**config.mk**
```make
export PLATFORM = sky130hd
export DESIGN_NAME = osc_tick_gen
export DESIGN_NICKNAME = d
export VERILOG_FILES = /design/src/rtl/osc_tick_pkg.sv /design/src/rtl/tick_channel.sv /design/src/rtl/osc_tick_gen.sv
export SDC_FILE = /design/constraint.sdc
export NUM_CORES = 1
export LEC_CHECK = 0
export CAP_MARGIN = 25
export CORE_MARGIN = 1
export CORE_UTILIZATION = 65
export DETAILED_ROUTE_END_ITERATION = 8
export PLACE_DENSITY_LB_ADDON = 0.25
export SYNTH_ARGS = -nofsm -noshare
export SYNTH_HDL_FRONTEND = slang
export SYNTH_HIERARCHICAL = 1
export SYNTH_SLANG_ARGS = --single-unit
export TNS_END_PERCENT = 10
```
**constraint.sdc**
```tcl
create_clock -name clk -period 10.9 [get_ports clk]
set_input_delay 2.725 -clock clk [delete_from_list [all_inputs] [get_ports clk]]
set_output_delay 2.725 -clock clk [all_outputs]
set_load 0.01 [all_outputs]
```
**src/rtl/osc_tick_pkg.sv**
```systemverilog
// Shared constants, types and helpers for the oscillator tick generator.
// Channel operating modes are classified once per cycle and drive the update rules.
package osc_tick_pkg;

    localparam int CLK_HZ        = 12_000_000;
    localparam int DEFAULT_CNT_W = 24;

    typedef logic [DEFAULT_CNT_W-1:0] div_t;

    typedef enum logic [1:0] {
        CH_IDLE  = 2'd0,
        CH_COUNT = 2'd1,
        CH_SYNC  = 2'd2
    } ch_mode_e;

    function automatic div_t hz_to_div(input int hz);
        return div_t'(CLK_HZ / hz);
    endfunction

endpackage

```
**src/rtl/tick_channel.sv**
```systemverilog
// One tick/square-wave channel: up-counter, active period, shadow period,
// pending flag and registered tick/sq outputs.
module tick_channel
    import osc_tick_pkg::*;
#(
    parameter int CNT_W       = DEFAULT_CNT_W,
    parameter int DEFAULT_DIV = CLK_HZ
) (
    input  logic             clk,
    input  logic             reset,
    input  logic             en,
    input  logic [CNT_W-1:0] div_val,
    input  logic             div_load,
    input  logic             sync,
    output logic             tick,
    output logic             sq,
    output logic             pending
);

    localparam logic [CNT_W-1:0] DIV_RST = CNT_W'(DEFAULT_DIV);
    localparam logic [CNT_W-1:0] CNT_ONE = CNT_W'(1);

    logic [CNT_W-1:0] cnt_q, cnt_d;
    logic [CNT_W-1:0] active_q, active_d;
    logic [CNT_W-1:0] shadow_q, shadow_d;
    logic             pending_q, pending_d;
    logic             tick_q, tick_d;
    logic             sq_q, sq_d;
    ch_mode_e         mode;
    logic             wrap;

    always_comb begin
        if (sync) begin
            mode = CH_SYNC;
        end else if (en && (active_q != '0)) begin
            mode = CH_COUNT;
        end else begin
            mode = CH_IDLE;
        end
    end

    // Only meaningful in CH_COUNT, where active_q >= 1 keeps the subtraction in range.
    assign wrap = (cnt_q == (active_q - CNT_ONE));

    always_comb begin
        cnt_d     = cnt_q;
        active_d  = active_q;
        shadow_d  = shadow_q;
        pending_d = pending_q;
        tick_d    = 1'b0;
        sq_d      = sq_q;
        case (mode)
            CH_SYNC: begin
                cnt_d     = '0;
                sq_d      = 1'b0;
                pending_d = 1'b0;
                if (div_load) begin
                    active_d = div_val;
                end else if (pending_q) begin
                    active_d = shadow_q;
                end
            end
            CH_COUNT: begin
                if (wrap) begin
                    cnt_d     = '0;
                    tick_d    = 1'b1;
                    sq_d      = ~sq_q;
                    pending_d = 1'b0;
                    if (div_load) begin
                        active_d = div_val;
                    end else if (pending_q) begin
                        active_d = shadow_q;
                    end
                end else begin
                    cnt_d = cnt_q + CNT_ONE;
                    if (div_load) begin
                        shadow_d  = div_val;
                        pending_d = 1'b1;
                    end
                end
            end
            default: begin
                // Not counting: loads take effect at once and restart the period.
                if (div_load) begin
                    active_d  = div_val;
                    cnt_d     = '0;
                    pending_d = 1'b0;
                end else if (active_q == '0) begin
                    cnt_d = '0;
                end
            end
        endcase
    end

    always_ff @(posedge clk or negedge reset) begin
        if (!reset) begin
            cnt_q     <= '0;
            active_q  <= DIV_RST;
            shadow_q  <= DIV_RST;
            pending_q <= 1'b0;
            tick_q    <= 1'b0;
            sq_q      <= 1'b0;
        end else begin
            cnt_q     <= cnt_d;
            active_q  <= active_d;
            shadow_q  <= shadow_d;
            pending_q <= pending_d;
            tick_q    <= tick_d;
            sq_q      <= sq_d;
        end
    end

    assign tick    = tick_q;
    assign sq      = sq_q;
    assign pending = pending_q;

endmodule

```
**src/rtl/osc_tick_gen.sv**
```systemverilog
// Multichannel programmable tick and square-wave generator; channels are
// independent except for the shared phase-restart sync.
module osc_tick_gen
    import osc_tick_pkg::*;
#(
    parameter int NUM_CH      = 2,
    parameter int CNT_W       = DEFAULT_CNT_W,
    parameter int DEFAULT_DIV = int'(hz_to_div(1))
) (
    input  logic                    clk,
    input  logic                    reset,
    input  logic [NUM_CH-1:0]       en,
    input  logic [NUM_CH*CNT_W-1:0] div_val,
    input  logic [NUM_CH-1:0]       div_load,
    input  logic                    sync,
    output logic [NUM_CH-1:0]       tick,
    output logic [NUM_CH-1:0]       sq,
    output logic [NUM_CH-1:0]       pending
);

    for (genvar g = 0; g < NUM_CH; g++) begin : g_ch
        tick_channel #(
            .CNT_W       (CNT_W),
            .DEFAULT_DIV (DEFAULT_DIV)
        ) u_ch (
            .clk      (clk),
            .reset    (reset),
            .en       (en[g]),
            .div_val  (div_val[g*CNT_W +: CNT_W]),
            .div_load (div_load[g]),
            .sync     (sync),
            .tick     (tick[g]),
            .sq       (sq[g]),
            .pending  (pending[g])
        );
    end

endmodule

```
==> metrics <==
total CTS buffers=17; FF-to-FF Start=g_ch[0].u_ch/active_q[0]$_DFFE_PN0P_; Routed Antenna Nets=0; synth cell count leaders=110 x dfrtp_1, 89 x mux2_2, 59 x nor2_1, 50 x nand2_1, 46 x xor2_1; Fillers=918; Reg2Reg Setup Slack=6.42 ns; largest net degree at the start of global routing=77; max_slew headroom=between 30% and 40%; Max VDD drop=between 0.0001 and 0.00015 V; Slowest-stage cell, CP=a21oi_1; vias in the first global route=just under 7k; worst hold margin=0.5021 ns; DR vias=6946; clock tree buffer depth=2; minimum clock period=about 5.2 ns; clock network fraction of design power=35.3%; Layout Cells excl Fill=1090; MaxCap Viol Count=0; Final nets=956; Worst Path Arrival=5.47 ns; Flop pwr share=between 40% and 50%; I/O Pins=61; Crit Path Class=primary input to register; die height=120.9 um; CTS clk-pin slew, worst paths=0.06 ns; DP Cell Count=roughly 1.1k; post-CTS setup buffers=0; total negative slack=0 ns; switching share of power=29.70%; most common cell in the netlist=dfrtp_1; clock sinks=150; CP required=about 11 ns; DRC=0; synth unique cells=78; layout cells sized above 1=24.51%; Max Freq=0.1937 GHz; Post-synth ARST share=100.0%; post-cts sizing count=0; die width=~120 um; Post-synth EDFFs=0; Synth Cell Area=around 9200 um2; syn_area_per_cell=10.78 um2; drt wl/cell=around 20 um; std cell rows=43; Layout Skew=0.006151 ns; Worst Hold Depth=1; Clock Latency Late Sink=0.42 ns; final wirelength=21.90 mm; CTS tree=yes; Final period util=between 40% and 50%; top post-synthesis cells by area=dfrtp_1 30%, dfstp_2 11%, mux2_2 11%; Final Hold Viols=0; vias per inst=approximately 6.4; RSZ-0062 raised after global routing=false; Post-CTS Hold Buffers=0; Largest stage delay, worst path=0.77 ns; ys flop type=dfrtp_1; synthesis-to-layout area growth=13.68%; area leader, netlist=dfrtp_1; Post-Syn Instances=approximately 850; initial core utilization=around 66%; Pint=1.237 mW; Hold/Removal Path Class=register to register; Net Switching=approximately 520 uW; root buffer cell=clkbuf_16; Min-Delay Startpoint=g_ch[0].u_ch/shadow_q[10]$_DFFE_PN0P_; initial antenna violation count=0; Area after DPL=9823 um2; Die Area=14610 um2; reg2reg path depth=10; Placeable Area=13830 um2; Seq/Total Area, Yosys=41.41%; Critical Path End Type=register; global-route wire length before repair=between 30 and 40 mm; antenna cell count=0; multi-input logic area=5080 um2; Slew @ Worst Pin=roughly 1.0 ns; 1st-iter DRT viols=644; Post-DP HPWL=roughly 16 mm; overall routing resource usage=31.78%; Pleak=4.118 nW; port bufs=60; status=finished clean; final setup violation count=0; Comb pwr share=21.2%; flops & latches, synth=150; grt ovf=0; CP Launch Type=primary input; CTS H-tree depth=4; Worst Hold Endpoint=g_ch[0].u_ch/shadow_q[10]$_DFFE_PN0P_; Crit Path Max Fanout=24; Mapped Nets=911; crit-path cells=clkdlybuf4s50_1 > inv_1 > nand2b_1 > a21oi_1 > nand2_2 > mux2_2; first drt pass iteration count=5; post-synth top area share=approximately 30%; PwrDens=168.6 nW/um2; Pins Over Slew Limit=0; worst r2r dst=g_ch[0].u_ch/active_q[2]$_DFFE_PN0P_; Synth warnings=6; Placer Congestion=0.9104; Sequential Area=3804 um2; Layout Cell Area excl Fill=10440 um2
==> per-layer routing <==
layer | part of all wire, % | wire length (um) | track usage (%) | vias up
li1 | - | - | - | 3188
met1 | 42 | 9099 | 39.20 | 3453
met2 | 50 | 11050 | 54.21 | 239
met3 | 4.6 | 1011 | 6.156 | 66
met4 | 3.4 | 740 | 13.58 | 0
met5 | 0 | 0 | 0 | -
==> power groups by stage <==
| stage | clock, mW | combinational [mW] | sequential [mW] |
|---|---|---|---|
| floorplan | 0 | 0.308 | 0.715 |
| global placement | 0 | 0.351 | 0.764 |
| detailed placement | 0 | 0.367 | 0.769 |
| CTS | 0.631 | 0.372 | 0.762 |
| global route | 0.651 | 0.405 | 0.776 |
| finish | 0.622 | 0.373 | 0.765 |
==> state kept, by name, summed over array words and instances (netlist names) <==
name and flops:
g_ch.u_ch/tick 2, g_ch.u_ch/pending 2, g_ch.u_ch/shadow_q 48, g_ch.u_ch/cnt_q 48
g_ch.u_ch/active_q 48, g_ch.u_ch/sq 2
==> cell type report <==
class                      count  share of cell area (%)
clock buffer                  23                   4.578
clock inverter                 9                   1.342
inverter                      18                  0.6471
multi-input combinational    644                   48.65
sequential                   150                   36.43
tap                          180                   2.157
timing repair buffer          66                   6.195
==> per-stage QoR <==
stage	setup slack [ns]	utilization, %	total power [mW]
2_1_floorplan	6.562	-	1.023
6_report	5.737	75.51	1.760
3_3_place_gp	5.460	70.99	1.115
3_5_place_dp	5.338	71.04	1.136
4_1_cts	5.779	75.51	1.765
5_1_grt	5.529	75.51	1.833
==> how the worst max path moves through the flow <==
stage / start / endpoint / slack [ns]
floorplan: en[0] / g_ch[0].u_ch/active_q[15]$_DFFE_PN0P_ / 6.56
global placement: sync / g_ch[0].u_ch/shadow_q[10]$_DFFE_PN0P_ / 5.46
detailed placement: sync / g_ch[0].u_ch/shadow_q[13]$_DFFE_PN0P_ / 5.34
CTS: sync / g_ch[0].u_ch/shadow_q[13]$_DFFE_PN0P_ / 5.78
global route: sync / g_ch[0].u_ch/shadow_q[19]$_DFFE_PN0P_ / 5.53
finish: sync / g_ch[0].u_ch/shadow_q[13]$_DFFE_PN0P_ / 5.74
==> placed cells by master, fill, tap and decap left out, types with 11 or more instances in the layout <==
cell and n:
mux2_4 27, a21oi_1 17, and3_1 16, or4_1 11, nor3_1 27, nand3_1 34, nand2_1 50, inv_1 18
dfstp_2 40, nor4_1 14, mux2_1 18, clkdlybuf4s50_1 59, dfrtp_1 110, xnor2_1 45, nor2_1 59, mux2i_1 14
mux2_2 89, xor2_1 46, nor2b_1 11, clkbuf_16 17, o21ai_0 21
==> critical path: cells and delay by family <==
kind,cells,cell delay (ns)
AND/OR/NAND/NOR,2,0.75
buffers and inverters,2,0.77
multiplexers,1,0.45
AO/OA/AOI/OAI,1,0.77
==> cells by family (layout without fill, tap and decap cells) <==
family          count (synthesis)  in the layout  synth area share, %
flops                         150            150                41.41
xor+xnor                       91             91                8.677
mux                           148            148                19.06
buf+inv                        58            116                3.365
compound gates                113            113                9.100
fa+ha+maj                       4              4               0.5449
simple gates                  288            288                17.85
Note: power is estimated with default switching activity, not from simulation.
